**config.mk**
```make
export PLATFORM = sky130hd
export DESIGN_NAME = hex_display_arbiter
export DESIGN_NICKNAME = d
export VERILOG_FILES = /design/src/rtl/hex_display_arbiter.sv
export SDC_FILE = /design/constraint.sdc
export NUM_CORES = 1
export LEC_CHECK = 0
export ABC_AREA = 1
export CORE_MARGIN = 2
export CORE_UTILIZATION = 40
export CTS_BUF_LIST = sky130_fd_sc_hd__clkbuf_8 sky130_fd_sc_hd__clkbuf_16
export CTS_CLUSTER_SIZE = 28
export DETAILED_ROUTE_END_ITERATION = 16
export HOLD_SLACK_MARGIN = 0.15
export PLACE_DENSITY = 0.6
export SLEW_MARGIN = 10
export SYNTH_ARGS = -nofsm -noshare
export SYNTH_HDL_FRONTEND = slang
export SYNTH_SLANG_ARGS = --single-unit
```
**constraint.sdc**
```tcl
create_clock -name CLOCK_50 -period 2.8 [get_ports CLOCK_50]
set_clock_uncertainty 0.1 [all_clocks]
set_input_delay 0.56 -clock CLOCK_50 [delete_from_list [all_inputs] [get_ports CLOCK_50]]
set_output_delay 0.56 -clock CLOCK_50 [all_outputs]
set_load 0.01 [all_outputs]
```
**src/rtl/hex_display_arbiter.sv**
```systemverilog
// Arbitrates the six seven-segment displays between switch nibbles, HPS segment
// words and a latched datapath status word, with a debounced mode key and status override.
module hex_display_arbiter #(
  parameter int unsigned DEBOUNCE_CYCLES = 1000000,
  parameter int unsigned HOLD_CYCLES     = 100000000,
  parameter int unsigned CNT_W           = 27
) (
  input  logic        CLOCK_50,
  input  logic        reset,
  input  logic        key_mode,
  input  logic [23:0] sw_value,
  input  logic [31:0] hps_hex3_hex0,
  input  logic [15:0] hps_hex5_hex4,
  input  logic        status_valid,
  input  logic [23:0] status_value,
  output logic [6:0]  HEX0,
  output logic [6:0]  HEX1,
  output logic [6:0]  HEX2,
  output logic [6:0]  HEX3,
  output logic [6:0]  HEX4,
  output logic [6:0]  HEX5,
  output logic [1:0]  mode,
  output logic        override_active
);

  typedef enum logic [1:0] {
    ST_SW       = 2'd0,
    ST_HPS      = 2'd1,
    ST_STATUS   = 2'd2,
    ST_OVERRIDE = 2'd3
  } state_t;

  localparam logic [CNT_W-1:0] DEB_LAST  = CNT_W'(DEBOUNCE_CYCLES - 1);
  localparam logic [CNT_W-1:0] HOLD_LOAD = CNT_W'(HOLD_CYCLES);

  logic             key_meta_q, key_meta_d;
  logic             key_sync_q, key_sync_d;
  logic             key_deb_q, key_deb_d;
  logic             key_deb_prev_q, key_deb_prev_d;
  logic [CNT_W-1:0] deb_cnt_q, deb_cnt_d;
  logic [CNT_W-1:0] hold_cnt_q, hold_cnt_d;
  state_t           state_q, state_d;
  state_t           saved_q, saved_d;
  logic [23:0]      status_q, status_d;
  logic [5:0][6:0]  hex_q, hex_d;
  logic             advance;
  logic [47:0]      hps_all;
  logic             unused_hps_msb;

  function automatic logic [6:0] hexdec(input logic [3:0] nib);
    logic [6:0] seg;
    case (nib)
      4'h0: seg = 7'b1000000;
      4'h1: seg = 7'b1111001;
      4'h2: seg = 7'b0100100;
      4'h3: seg = 7'b0110000;
      4'h4: seg = 7'b0011001;
      4'h5: seg = 7'b0010010;
      4'h6: seg = 7'b0000010;
      4'h7: seg = 7'b1111000;
      4'h8: seg = 7'b0000000;
      4'h9: seg = 7'b0010000;
      4'hA: seg = 7'b0001000;
      4'hB: seg = 7'b0000011;
      4'hC: seg = 7'b1000110;
      4'hD: seg = 7'b0100001;
      4'hE: seg = 7'b0000110;
      default: seg = 7'b0001110;
    endcase
    return seg;
  endfunction

  function automatic state_t next_mode(input state_t s);
    state_t n;
    case (s)
      ST_SW:   n = ST_HPS;
      ST_HPS:  n = ST_STATUS;
      default: n = ST_SW;
    endcase
    return n;
  endfunction

  assign hps_all        = {hps_hex5_hex4, hps_hex3_hex0};
  assign unused_hps_msb = ^{hps_all[47], hps_all[39], hps_all[31],
                            hps_all[23], hps_all[15], hps_all[7]};

  always_comb begin
    key_meta_d     = key_mode;
    key_sync_d     = key_meta_q;
    key_deb_d      = key_deb_q;
    key_deb_prev_d = key_deb_q;
    deb_cnt_d      = '0;
    if (key_sync_q != key_deb_q) begin
      if (deb_cnt_q == DEB_LAST) begin
        key_deb_d = key_sync_q;
      end else begin
        deb_cnt_d = deb_cnt_q + 1'b1;
      end
    end
  end

  assign advance = key_deb_q & ~key_deb_prev_q;

  // A strobe always wins over a same-cycle advance; the saved mode is only
  // captured on entry so retriggers keep the original mode to return to.
  always_comb begin
    state_d    = state_q;
    saved_d    = saved_q;
    hold_cnt_d = hold_cnt_q;
    status_d   = status_q;
    if (status_valid) begin
      status_d   = status_value;
      hold_cnt_d = HOLD_LOAD;
      state_d    = ST_OVERRIDE;
      if (state_q != ST_OVERRIDE) begin
        saved_d = state_q;
      end
    end else if (state_q == ST_OVERRIDE) begin
      if (advance) begin
        state_d    = next_mode(saved_q);
        hold_cnt_d = '0;
      end else if (hold_cnt_q <= CNT_W'(1)) begin
        state_d    = saved_q;
        hold_cnt_d = '0;
      end else begin
        hold_cnt_d = hold_cnt_q - 1'b1;
      end
    end else if (advance) begin
      state_d = next_mode(state_q);
    end
  end

  always_comb begin
    hex_d = '1;
    for (int unsigned n = 0; n < 6; n++) begin
      case (state_q)
        ST_SW:   hex_d[n] = hexdec(sw_value[4*n +: 4]);
        ST_HPS:  hex_d[n] = ~hps_all[8*n +: 7];
        default: hex_d[n] = hexdec(status_q[4*n +: 4]);
      endcase
    end
  end

  always_ff @(posedge CLOCK_50) begin
    if (reset) begin
      key_meta_q     <= 1'b0;
      key_sync_q     <= 1'b0;
      key_deb_q      <= 1'b0;
      key_deb_prev_q <= 1'b0;
      deb_cnt_q      <= '0;
      hold_cnt_q     <= '0;
      state_q        <= ST_SW;
      saved_q        <= ST_SW;
      status_q       <= '0;
      hex_q          <= '1;
    end else begin
      key_meta_q     <= key_meta_d;
      key_sync_q     <= key_sync_d;
      key_deb_q      <= key_deb_d;
      key_deb_prev_q <= key_deb_prev_d;
      deb_cnt_q      <= deb_cnt_d;
      hold_cnt_q     <= hold_cnt_d;
      state_q        <= state_d;
      saved_q        <= saved_d;
      status_q       <= status_d;
      hex_q          <= hex_d;
    end
  end

  assign mode            = (state_q == ST_OVERRIDE) ? 2'd2 : state_q;
  assign override_active = (state_q == ST_OVERRIDE);

  assign HEX0 = hex_q[0];
  assign HEX1 = hex_q[1];
  assign HEX2 = hex_q[2];
  assign HEX3 = hex_q[3];
  assign HEX4 = hex_q[4];
  assign HEX5 = hex_q[5];

endmodule

```
==> results_tabular.tex, run 1 <==
\begin{tabular}{lr}
\hline
Metric & Value \\
\hline
\multicolumn{2}{l}{\textbf{Timing}} \\
Count of final setup violators & 0 \\
Part of the cycle the worst path needs & 87.2\% \\
Hold violation count in the final report & 0 \\
Min Tclk post-route & 2.44 ns \\
Slew margin rel. & 43.1\% \\
TNS Setup & 0 ns \\
Final worst setup slack & 0.358 ns \\
Unrepaired setup endpoints after global routing & no \\
Slew of the pin with the lowest slew margin & 0.847 ns \\
Total count of max-transition violations in the final report & 0 \\
Max frequency & 0.410 GHz \\
\multicolumn{2}{l}{\textbf{Floorplanning}} \\
Die Ht & 160 microns \\
IO Count & 145 \\
Area of the die & 0.0256 sq mm \\
Standard-cell row count & 57 \\
Overall die width & 160 microns \\
Effective utilization at floorplan & 40.4\% \\
Core region area & 0.0241 sq mm \\
\multicolumn{2}{l}{\textbf{Global routing}} \\
Global router's overall resource usage & 19.5\% \\
Pin count of the biggest net entering global routing & 41 \\
Number of global-route vias before repair & 8516 \\
Initial antenna violation count & 0 \\
Wire length of the first global-routing pass & 41.6 mm \\
GRT Residual Overflow & 0 \\
\multicolumn{2}{l}{\textbf{Synth}} \\
Synth Instances & 1373 \\
Leading area contributor after synthesis & sky130\_fd\_sc\_hd\_\_dfxtp\_1 \\
Asr flop ratio synth & 0\% \\
Ys Warns & 0 \\
Post-synth EDFFs & 0 \\
Synth Register Bits & 170 \\
Top\_reg\_cell synth & sky130\_fd\_sc\_hd\_\_dfxtp\_1 \\
Post-synth top area share & 35.0\% \\
Sequential cell area fraction in the yosys report & 35.0\% \\
Total nets after synthesis & 1554 \\
Number of library cell types mapped by synthesis & 42 \\
Cell types occupying the most area after synthesis & sky130\_fd\_sc\_hd\_\_dfxtp\_1, sky130\_fd\_sc\_hd\_\_nand2\_1, sky130\_fd\_sc\_hd\_\_ha\_1 \\
Combined area of all synthesized cells & 0.00973 sq mm \\
Post-Syn Area per Cell & 7.09 sq um \\
\multicolumn{2}{l}{\textbf{Power}} \\
Highest ir drop seen on vdd & 344 uV \\
PnR Total Power & 6220 uW \\
Leakage & 0.00508 uW \\
PwrDens & 517 mW/mm\^{}2 \\
\multicolumn{2}{l}{\textbf{Worst setup path}} \\
CP Data Required Time & 2.14 ns \\
Delay of the slowest critical-path stage & 0.60 ns \\
Data arrival at the endpoint of the critical path & 1.78 ns \\
Largest fanout on the critical path & 4 \\
Critical Setup Path Class & reg2out \\
Worst setup EP type & output port \\
Critical path cell sequence & inv\_1, nor2\_1, clkdlybuf4s50\_1 \\
Kind of launch point of the worst setup path & flip-flop \\
Worst path slowest cell & sky130\_fd\_sc\_hd\_\_clkdlybuf4s50\_1 \\
\multicolumn{2}{l}{\textbf{Route}} \\
Per-cell routed wire length & 13.3 microns \\
Routed vias/inst & 4.90 \\
Post-Route WL & 24.4 mm \\
Detailed-router iteration count before antenna repair & 5 \\
Remaining DRCs & 0 \\
Number of routed nets with antenna violations & 0 \\
Detailed Route Iter0 Violations & 460 \\
Via Count & 9019 \\
\multicolumn{2}{l}{\textbf{Layout}} \\
Sequential standard cell area & 0.00340 sq mm \\
Most common cell after layout, fill and taps aside & sky130\_fd\_sc\_hd\_\_nand2\_1 \\
Area of combinational cells with multiple inputs & 0.00558 sq mm \\
Number of nets in the finished design & 1686 \\
Most frequent cells in the layout & sky130\_fd\_sc\_hd\_\_nand2\_1, sky130\_fd\_sc\_hd\_\_nor2\_1, sky130\_fd\_sc\_hd\_\_dfxtp\_1, sky130\_fd\_sc\_hd\_\_clkdlybuf4s50\_1, sky130\_fd\_sc\_hd\_\_inv\_1 \\
Final non-filler cell area & 0.0120 sq mm \\
Antenna diode instance count & 0 \\
Filler Cells Inserted & 2457 \\
Signed area change from the synthesized netlist to the final layout & 23.7\% \\
Fraction of final layout cells sized beyond drive strength 1 & 6.19\% \\
\multicolumn{2}{l}{\textbf{Clocking}} \\
CTS tree & built \\
H-tree level count & 4 \\
Number of hold-repair buffers added at the cts stage & 0 \\
Clk pin slew, worst setup/hold paths & 0.07 ns \\
Number of gates given a new drive strength after cts & 0 \\
Master cell of the clock root buffer & sky130\_fd\_sc\_hd\_\_clkbuf\_16 \\
Post-CTS Repair Setup Buffers & 0 \\
Worst skew pair latency & 0.43 ns \\
Number of buffers between clock root and the deepest sink & 2 \\
TritonCTS Buffers & 17 \\
Sinks on Clock Net & 170 \\
\multicolumn{2}{l}{\textbf{Run}} \\
Count of maximum capacitance violations & 0 \\
\multicolumn{2}{l}{\textbf{Worst hold path}} \\
Worst hold-check path type & reg2reg \\
\multicolumn{2}{l}{\textbf{Placed design}} \\
Port bufs & 138 \\
DPL Wire Length & 18.0 mm \\
Gp weighted congestion & 0.889 \\
Post-placement setup slack & 0.0441 ns \\
Placed Instance Area & 0.0115 sq mm \\
\multicolumn{2}{l}{\textbf{Status}} \\
Run status & finished, final reports clean \\
\hline
\end{tabular}
-- cells in the mapped netlist, types with 2 or more instances --
cell type	count
sky130_fd_sc_hd__ha_1	81
sky130_fd_sc_hd__a21boi_1	4
sky130_fd_sc_hd__dfxtp_1	170
sky130_fd_sc_hd__o21bai_1	2
sky130_fd_sc_hd__xnor2_1	9
sky130_fd_sc_hd__nor2_4	2
sky130_fd_sc_hd__clkbuf_1	26
sky130_fd_sc_hd__nor3_2	7
sky130_fd_sc_hd__nor2_1	184
sky130_fd_sc_hd__nor2_2	4
sky130_fd_sc_hd__a21oi_1	123
sky130_fd_sc_hd__nand3_2	3
sky130_fd_sc_hd__o211ai_1	32
sky130_fd_sc_hd__and3_1	2
sky130_fd_sc_hd__buf_4	4
sky130_fd_sc_hd__xor2_1	21
sky130_fd_sc_hd__nand2_1	312
sky130_fd_sc_hd__inv_2	8
sky130_fd_sc_hd__buf_2	11
sky130_fd_sc_hd__or2_2	5
sky130_fd_sc_hd__o221ai_1	12
sky130_fd_sc_hd__a32oi_1	4
sky130_fd_sc_hd__buf_6	6
sky130_fd_sc_hd__nand4_1	10
sky130_fd_sc_hd__inv_1	123
sky130_fd_sc_hd__nor3_1	34
sky130_fd_sc_hd__clkinv_1	3
sky130_fd_sc_hd__nor3_4	5
sky130_fd_sc_hd__o32ai_1	6
sky130_fd_sc_hd__a21boi_0	2
sky130_fd_sc_hd__o21ai_0	82
sky130_fd_sc_hd__nand3_1	66
-- per-layer routing --
metal / vias to the layer above / GRT usage, % / part of all wire (%)
li1: 4759 / - / -
met5: - / 0 / 0
met1: 4051 / 25.8 / 49
met4: 0 / 5.49 / 1.4
met2: 184 / 32.8 / 46
met3: 25 / 3.30 / 4.3
-- final cells by class --
cell class              count  share of cell area (%)
repair buffers            161                    13.1
clock inverters            13                   0.998
flip-flops and latches    170                    28.3
clock buffers              19                    3.76
well taps                 324                    3.37
multi-input cells        1021                    46.3
inverters                 134                    4.18
-- path summary, 6_finish.rpt --
path	from	endpoint	slack [ns]	depth (start not counted)
setup / recovery	state_q[0]	mode[0]	0.36	3
hold / removal	key_meta_q	key_sync_q	0.30	2
setup reg to reg	status_q[13]	flip-flop	0.74	8
hold reg to reg	key_meta_q	key_sync_q	0.30	2
-- stage by stage --
step | instances | hold WS [ns] | utilization [%]
final | 1842 | 0.298 | 49.9
after global routing | 1842 | 0.310 | 49.9
after CTS | 1842 | 0.300 | 49.9
after detailed placement | 1810 | 0.295 | 47.5
after global placement | 1810 | 0.298 | 47.5
after floorplan | 1373 | 0.288 | -
-- report_power, final --
part           internal (uW)  total, uW  switching [uW]
Clock                   1280       2300            1020
Combinational            545       1240             695
Sequential              2610       2680            68.1
-- cell families after synthesis --
family	synth area share, %
compound gates	16.1
simple gates	28.0
flops	35.0
fa+ha+maj	10.4
buf+inv	7.78
xor+xnor	2.70
-- critical path, delay by kind of cell, from the launching register on --
kind                   cells  cell delay, ns
and+or+nand+nor            1            0.25
buffers and inverters      2            0.68
DFF                        1            0.42
No activity file was read; power rests on OpenSTA's default activity.
==> run 2: changes to the inputs <==
--- a/config.mk
+++ b/config.mk
@@ -7,12 +7,12 @@
 export LEC_CHECK = 0
 export ABC_AREA = 1
 export CORE_MARGIN = 2
-export CORE_UTILIZATION = 40
+export CORE_UTILIZATION = 30
 export CTS_BUF_LIST = sky130_fd_sc_hd__clkbuf_8 sky130_fd_sc_hd__clkbuf_16
 export CTS_CLUSTER_SIZE = 28
 export DETAILED_ROUTE_END_ITERATION = 16
 export HOLD_SLACK_MARGIN = 0.15
-export PLACE_DENSITY = 0.6
+export PLACE_DENSITY = 0.47
 export SLEW_MARGIN = 10
 export SYNTH_ARGS = -nofsm -noshare
 export SYNTH_HDL_FRONTEND = slang
==> run 2 against run 1 <==
  * Design area increased by 0.99%
  * Fmax decreased by 0.93%
  * Via count decreased by 0.59%
  * Die area increased by 32%
  * Cell count increased by 4.3%
  * Setup slack got worse by 0.023 ns
  * Wire length increased by 7.1%
  * Sequential power about the same
  * Power decreased by 0.31%
  * Clock power about the same
  * Global-route usage decreased by 3.7 points
==> results_tabular.tex, run 2 (synthesis gave the netlist of run 1 again) <==
\begin{tabular}{lr}
\hline
Metric & Value \\
\hline
\multicolumn{2}{l}{\textbf{Status}} \\
Run status & finished, final reports clean \\
\multicolumn{2}{l}{\textbf{Floorplanning}} \\
Die Ht & 184 microns \\
Core region area & 0.0317 sq mm \\
Standard-cell row count & 65 \\
Effective utilization at floorplan & 30.7\% \\
IO Count & 145 \\
Overall die width & 184 microns \\
Area of the die & 0.0339 sq mm \\
\multicolumn{2}{l}{\textbf{Layout}} \\
Most common cell after layout, fill and taps aside & sky130\_fd\_sc\_hd\_\_nand2\_1 \\
Signed area change from the synthesized netlist to the final layout & 24.9\% \\
Fraction of final layout cells sized beyond drive strength 1 & 6.19\% \\
Number of non-filler instances in the completed layout & 1921 \\
Number of nets in the finished design & 1686 \\
Most frequent cells in the layout & sky130\_fd\_sc\_hd\_\_nand2\_1, sky130\_fd\_sc\_hd\_\_nor2\_1, sky130\_fd\_sc\_hd\_\_dfxtp\_1, sky130\_fd\_sc\_hd\_\_clkdlybuf4s50\_1, sky130\_fd\_sc\_hd\_\_inv\_1 \\
\multicolumn{2}{l}{\textbf{Placed design}} \\
Post-placement setup slack & 0.201 ns \\
Gp weighted congestion & 0.842 \\
DP Cell Count & 1888 \\
Port bufs & 138 \\
DPL Wire Length & 19.3 mm \\
\multicolumn{2}{l}{\textbf{Timing}} \\
TNS Setup & 0 ns \\
Slew margin rel. & 54.2\% \\
Final worst setup slack & 0.335 ns \\
Part of the cycle the worst path needs & 88.0\% \\
Final-layout worst hold slack & 0.312 ns \\
Slew of the pin with the lowest slew margin & 0.682 ns \\
Max frequency & 0.406 GHz \\
Hold violation count in the final report & 0 \\
Total count of max-transition violations in the final report & 0 \\
Unrepaired setup endpoints after global routing & no \\
Count of final setup violators & 0 \\
Min Tclk post-route & 2.46 ns \\
\multicolumn{2}{l}{\textbf{Worst setup path}} \\
Kind of launch point of the worst setup path & flip-flop \\
Data arrival at the endpoint of the critical path & 1.80 ns \\
CP Data Required Time & 2.14 ns \\
Critical Setup Path Class & reg2out \\
Worst setup EP type & output port \\
Largest fanout on the critical path & 14 \\
\multicolumn{2}{l}{\textbf{Clocking}} \\
Master cell of the clock root buffer & sky130\_fd\_sc\_hd\_\_clkbuf\_16 \\
CTS tree & built \\
Sinks on Clock Net & 170 \\
Number of hold-repair buffers added at the cts stage & 0 \\
H-tree level count & 4 \\
Number of gates given a new drive strength after cts & 0 \\
Clk pin slew, worst setup/hold paths & 0.06 ns \\
Worst skew pair latency & 0.43 ns \\
Post-CTS Repair Setup Buffers & 0 \\
TritonCTS Buffers & 17 \\
Number of buffers between clock root and the deepest sink & 2 \\
\multicolumn{2}{l}{\textbf{Route}} \\
Detailed-router iteration count before antenna repair & 4 \\
Per-cell routed wire length & 13.6 microns \\
Detailed Route Iter0 Violations & 304 \\
Number of routed nets with antenna violations & 0 \\
Remaining DRCs & 0 \\
Via Count & 8966 \\
Routed vias/inst & 4.67 \\
Post-Route WL & 26.2 mm \\
\multicolumn{2}{l}{\textbf{Power}} \\
PwrDens & 510 mW/mm\^{}2 \\
Leakage & 0.00508 uW \\
Highest ir drop seen on vdd & 407 uV \\
\multicolumn{2}{l}{\textbf{Global routing}} \\
Global router's overall resource usage & 15.8\% \\
Number of global-route vias before repair & 8648 \\
Pin count of the biggest net entering global routing & 39 \\
Initial antenna violation count & 1 \\
GRT Residual Overflow & 0 \\
Wire length of the first global-routing pass & 43.2 mm \\
\multicolumn{2}{l}{\textbf{Run}} \\
Count of maximum capacitance violations & 0 \\
\multicolumn{2}{l}{\textbf{Worst hold path}} \\
Worst hold-check path type & reg2reg \\
\hline
\end{tabular}
==> run 2: cell count changes in the layout (fill, tap and decap cells not counted), sizes merged <==
| cell | delta |
|---|---|
| bufinv | -1 |
| clkbuf | -1 |
| clkinv | -2 |
| clkinvlp | +1 |
| diode | +1 |
| inv | +3 |
==> run 2: worst paths after layout <==
kind | slack, ns | end | start | cells past startpoint
max | 0.34 | override_active | state_q[1] | 4
min | 0.31 | key_sync_q | key_meta_q | 2
max reg2reg | 0.63 | hold_cnt_q[10] | state_q[1] | 8
min reg2reg | 0.31 | key_sync_q | key_meta_q | 2
==> run 2: metal layers <==
layer | global-route usage, % | vias up | part of all wire [%]
li1 | - | 4756 | -
met3 | 3.10 | 13 | 3.8
met5 | 0 | - | 0
met4 | 3.55 | 0 | 0.92
met2 | 25.6 | 153 | 45
met1 | 21.6 | 4044 | 51
==> run 2: critical path: stages (launching register included) <==
cell,delay (ns)
sky130_fd_sc_hd__dfxtp_2,0.33
sky130_fd_sc_hd__buf_4,0.24
sky130_fd_sc_hd__nand2_1,0.10
sky130_fd_sc_hd__inv_1,0.16
sky130_fd_sc_hd__clkdlybuf4s50_1,0.56
==> run 2: per-stage QoR <==
| step | total power (uW) | utilization [%] | instance area (sq um) |
|---|---|---|---|
| finish | 6200 | 38.3 | 12200 |
| detailed placement | 4000 | 36.6 | 11600 |
| CTS | 6300 | 38.3 | 12200 |
| global route | 6570 | 38.3 | 12200 |
| global placement | 4000 | 36.6 | 11600 |
| floorplan | 3470 | - | 9730 |
==> run 2: area by class of cell <==
cell class	instances	area [sq um]
Sequential cell	170	3400
Multi-Input combinational cell	1021	5580
Inverter	134	503
Clock buffer	18	439
Fill cell	3370	19600
Clock inverter	14	115
Antenna cell	1	2.50
Tap cell	402	503
Timing Repair Buffer	161	1610
==> run 2: power breakdown <==
part           internal, uW  switching (uW)
Combinational           552             701
Clock                  1180            1080
Sequential             2610            71.2
==> run 3: changes to the inputs <==
--- a/config.mk
+++ b/config.mk
@@ -5,14 +5,12 @@
 export SDC_FILE = /design/constraint.sdc
 export NUM_CORES = 1
 export LEC_CHECK = 0
-export ABC_AREA = 1
-export CORE_MARGIN = 2
-export CORE_UTILIZATION = 30
+export CORE_UTILIZATION = 55
 export CTS_BUF_LIST = sky130_fd_sc_hd__clkbuf_8 sky130_fd_sc_hd__clkbuf_16
 export CTS_CLUSTER_SIZE = 28
 export DETAILED_ROUTE_END_ITERATION = 16
 export HOLD_SLACK_MARGIN = 0.15
-export PLACE_DENSITY = 0.47
+export PLACE_DENSITY = 0.79
 export SLEW_MARGIN = 10
 export SYNTH_ARGS = -nofsm -noshare
 export SYNTH_HDL_FRONTEND = slang
==> run 3 against run 2 <==
  * Register-to-register slack got worse by 0.51 ns
  * Largest power group unchanged
  * Core utilization increased by 32 points
  * Die area is 48% lower
  * Setup slack worse by 0.22 ns
  * Clock power is 6% higher
  * Hold slack gained 0.026 ns
  * Critical endpoint is now hold_cnt_q[26]
  * Via count is 7.9% lower
  * Flip-flop and latch count is the same
  * Power grew 0.71%
  * Critical path depth rose by 3
  * Sequential share of layout area increased by 1.1 points
==> results_tabular.tex, run 3 <==
\begin{tabular}{lr}
\hline
Metric & Value \\
\hline
\multicolumn{2}{l}{\textbf{Status}} \\
Run status & finished, final reports clean \\
\multicolumn{2}{l}{\textbf{Power}} \\
PnR Total Power & 6250 uW \\
Net Sw Frac & 27.1\% \\
Portion of total power attributed to sequential cells & 42.8\% \\
Highest ir drop seen on vdd & 461 uV \\
Switching pwr & 1690 uW \\
Combinational power share & 18.6\% \\
Cell internal pwr & 4560 uW \\
Leakage & 0.00492 uW \\
Part of the power in the clock network & 38.5\% \\
PwrDens & 533 mW/mm\^{}2 \\
\multicolumn{2}{l}{\textbf{Floorplanning}} \\
Effective utilization at floorplan & 56.6\% \\
Core region area & 0.0167 sq mm \\
Overall die width & 133 microns \\
Area of the die & 0.0177 sq mm \\
Die Ht & 133 microns \\
IO Count & 145 \\
Standard-cell row count & 47 \\
\multicolumn{2}{l}{\textbf{Timing}} \\
Hold violation count in the final report & 0 \\
Max frequency & 0.373 GHz \\
Slew margin rel. & 42.2\% \\
Part of the cycle the worst path needs & 95.7\% \\
Count of final setup violators & 0 \\
Slew of the pin with the lowest slew margin & 0.867 ns \\
Final worst setup slack & 0.119 ns \\
TNS Setup & 0 ns \\
Unrepaired setup endpoints after global routing & no \\
Total count of max-transition violations in the final report & 0 \\
Min Tclk post-route & 2.68 ns \\
\multicolumn{2}{l}{\textbf{Route}} \\
Per-cell routed wire length & 14.9 microns \\
Routed vias/inst & 5.62 \\
Number of routed nets with antenna violations & 0 \\
Remaining DRCs & 0 \\
Post-Route WL & 21.9 mm \\
Via Count & 8255 \\
Detailed-router iteration count before antenna repair & 4 \\
Detailed Route Iter0 Violations & 438 \\
\multicolumn{2}{l}{\textbf{Synth}} \\
Cell with the most instances after synthesis & sky130\_fd\_sc\_hd\_\_dfxtp\_1 \\
Number of library cell types mapped by synthesis & 51 \\
Top\_reg\_cell synth & sky130\_fd\_sc\_hd\_\_dfxtp\_1 \\
Sequential cell area fraction in the yosys report & 36.0\% \\
Combined area of all synthesized cells & 0.00945 sq mm \\
Leading post-synthesis cells by instance count & sky130\_fd\_sc\_hd\_\_dfxtp\_1, sky130\_fd\_sc\_hd\_\_nor2\_1, sky130\_fd\_sc\_hd\_\_nand2\_1 \\
Asr flop ratio synth & 0\% \\
Post-synth EDFFs & 0 \\
Synth Instances & 1119 \\
Ys Warns & 0 \\
Cell types occupying the most area after synthesis & sky130\_fd\_sc\_hd\_\_dfxtp\_1, sky130\_fd\_sc\_hd\_\_ha\_1, sky130\_fd\_sc\_hd\_\_nor2\_1 \\
Post-synth top area share & 36.0\% \\
Post-Syn Area per Cell & 8.44 sq um \\
Leading area contributor after synthesis & sky130\_fd\_sc\_hd\_\_dfxtp\_1 \\
Total nets after synthesis & 1300 \\
Synth Register Bits & 170 \\
\multicolumn{2}{l}{\textbf{Clocking}} \\
Master cell of the clock root buffer & sky130\_fd\_sc\_hd\_\_clkbuf\_16 \\
Clk pin slew, worst setup/hold paths & 0.07 ns \\
Worst skew pair latency & 0.44 ns \\
Number of buffers between clock root and the deepest sink & 2 \\
TritonCTS Buffers & 17 \\
CTS tree & built \\
Post-CTS Repair Setup Buffers & 0 \\
Number of hold-repair buffers added at the cts stage & 0 \\
H-tree level count & 4 \\
Sinks on Clock Net & 170 \\
\multicolumn{2}{l}{\textbf{Global routing}} \\
Initial antenna violation count & 0 \\
Number of global-route vias before repair & 7848 \\
GRT Residual Overflow & 0 \\
Global router's overall resource usage & 25.4\% \\
Pin count of the biggest net entering global routing & 85 \\
Wire length of the first global-routing pass & 36.6 mm \\
\multicolumn{2}{l}{\textbf{Run}} \\
Count of maximum capacitance violations & 0 \\
\multicolumn{2}{l}{\textbf{Worst setup path}} \\
Data arrival at the endpoint of the critical path & 2.90 ns \\
CP Data Required Time & 3.02 ns \\
Largest fanout on the critical path & 9 \\
Critical Setup Path Class & reg2reg \\
Count of buffering cells on the critical path with inverters included & 1 \\
Critical path cell sequence & or3\_4, or4\_1, buf\_4, nor4\_4, mux2\_2, a221oi\_2, nor2\_1 \\
Kind of launch point of the worst setup path & flip-flop \\
WP depth & 7 \\
Worst path slowest cell & sky130\_fd\_sc\_hd\_\_or4\_1 \\
Reg-to-reg startpoint & hold\_cnt\_q[12] \\
Worst setup startpoint & hold\_cnt\_q[12] \\
Register-to-register setup slack & 0.12 ns \\
Reg2Reg Capture Point & hold\_cnt\_q[26] \\
Worst setup EP type & flip-flop \\
Cell type group with the largest total delay on the critical path & simple AND/OR/NAND/NOR gates \\
Reg2Reg Depth & 7 \\
Delay of the slowest critical-path stage & 0.56 ns \\
\multicolumn{2}{l}{\textbf{Worst hold path}} \\
Worst hold-check path type & reg2reg \\
Hold Crit Depth & 1 \\
Hold Path Sink & HEX1[0] \\
\multicolumn{2}{l}{\textbf{Placed design}} \\
DPL Wire Length & 15.3 mm \\
Gp weighted congestion & 0.904 \\
Port bufs & 138 \\
Post-placement setup slack & 0.0923 ns \\
\multicolumn{2}{l}{\textbf{Layout}} \\
Most common cell after layout, fill and taps aside & sky130\_fd\_sc\_hd\_\_dfxtp\_1 \\
Most frequent cells in the layout & sky130\_fd\_sc\_hd\_\_dfxtp\_1, sky130\_fd\_sc\_hd\_\_clkdlybuf4s50\_1, sky130\_fd\_sc\_hd\_\_nor2\_1, sky130\_fd\_sc\_hd\_\_nand2\_1, sky130\_fd\_sc\_hd\_\_ha\_1 \\
Number of nets in the finished design & 1416 \\
Signed area change from the synthesized netlist to the final layout & 24.0\% \\
Post-layout utilization of the core & 70.2\% \\
Filler Cells Inserted & 1361 \\
Fraction of final layout cells sized beyond drive strength 1 & 8.73\% \\
Antenna diode instance count & 0 \\
\hline
\end{tabular}
-- run 3: cell types whose count changed in the layout (fill, tap and decap cells not counted), moves of 41 or more --
| cell | previous run | this run |
|---|---|---|
| sky130_fd_sc_hd__a211oi_1 | 0 | 62 |
| sky130_fd_sc_hd__o21ai_0 | 82 | 36 |
| sky130_fd_sc_hd__inv_1 | 124 | 60 |
| sky130_fd_sc_hd__nand2_1 | 312 | 88 |
| sky130_fd_sc_hd__a211o_1 | 0 | 41 |
| sky130_fd_sc_hd__nor2_1 | 184 | 132 |
| sky130_fd_sc_hd__a21oi_1 | 123 | 59 |
| sky130_fd_sc_hd__nand3_1 | 66 | 23 |
-- run 3: logic make-up (layout without fill, tap and decap cells) --
family                     count (synthesis)  in the layout  synth area share (%)
and+or+nand+nor                          380            380                  18.8
buffers and inverters                    137            266                  5.64
muxes                                     51             51                  6.33
DFF                                      170            170                  36.0
adders and majority gates                 81             81                  10.7
xor gates and xnor gates                  29             29                  2.69
AOI/OAI and AO/OA                        271            271                  19.8
-- run 3: worst reg2reg max path: stages, from the launching register on --
cell,delay [ns]
sky130_fd_sc_hd__dfxtp_1,0.34
sky130_fd_sc_hd__or3_4,0.39
sky130_fd_sc_hd__or4_1,0.56
sky130_fd_sc_hd__buf_4,0.21
sky130_fd_sc_hd__nor4_4,0.28
sky130_fd_sc_hd__mux2_2,0.37
sky130_fd_sc_hd__a221oi_2,0.26
sky130_fd_sc_hd__nor2_1,0.06
-- run 3: layer usage --
| metal | part of all wire, % | up-vias | track usage (%) | wire (microns) |
|---|---|---|---|---|
| li1 | - | 4203 | - | - |
| met1 | 45 | 3803 | 31.5 | 9950 |
| met2 | 48 | 216 | 43.4 | 10500 |
| met3 | 5.1 | 33 | 6.02 | 1120 |
| met4 | 1.7 | 0 | 7.79 | 374 |
| met5 | 0 | - | 0 | 0 |
-- run 3: worst max path at each step --
stage	endpoint	slack, ns
floorplan	hold_cnt_q[4]	0.05
global placement	HEX0[3]	0.11
CTS	hold_cnt_q[15]	0.06
finish	hold_cnt_q[26]	0.12
detailed placement	HEX0[3]	0.09
global route	hold_cnt_q[15]	0.006
-- run 3: what timing repair did --
action / 4_1_cts / 5_1_grt
endpoints found under the hold margin: 0 / 0
setup endpoints to repair: 0 / 10
gates resized for setup: 0 / 6
-- run 3: layout make-up --
class                           count  area, sq um  area share, %
Tap cell                          220          275           2.35
Inverter                           60          225           1.92
Clock buffer                       18          450           3.84
Clock inverter                     14          158           1.35
Multi-Input combinational cell    812         5550           47.3
Sequential cell                   170         3410           29.1
Timing Repair Buffer              174         1660           14.1
-- run 3: metrics by stage --
step | hold slack, ns | std cells | instance area [sq um]
6_report | 0.338 | 1468 | 11700
5_1_grt | 0.352 | 1468 | 11700
4_1_cts | 0.341 | 1468 | 11700
3_5_place_dp | 0.323 | 1436 | 11100
3_3_place_gp | 0.319 | 1436 | 11100
2_1_floorplan | 0.314 | 1119 | 9450
-- run 3: power by group through the flow --
stage / logic, uW / clock network (uW) / registers (uW)
detailed placement: 1140 / 0 / 2730
CTS: 1160 / 2450 / 2680
finish: 1160 / 2410 / 2680
global placement: 1120 / 0 / 2730
global route: 1290 / 2560 / 2690
floorplan: 675 / 0 / 2730
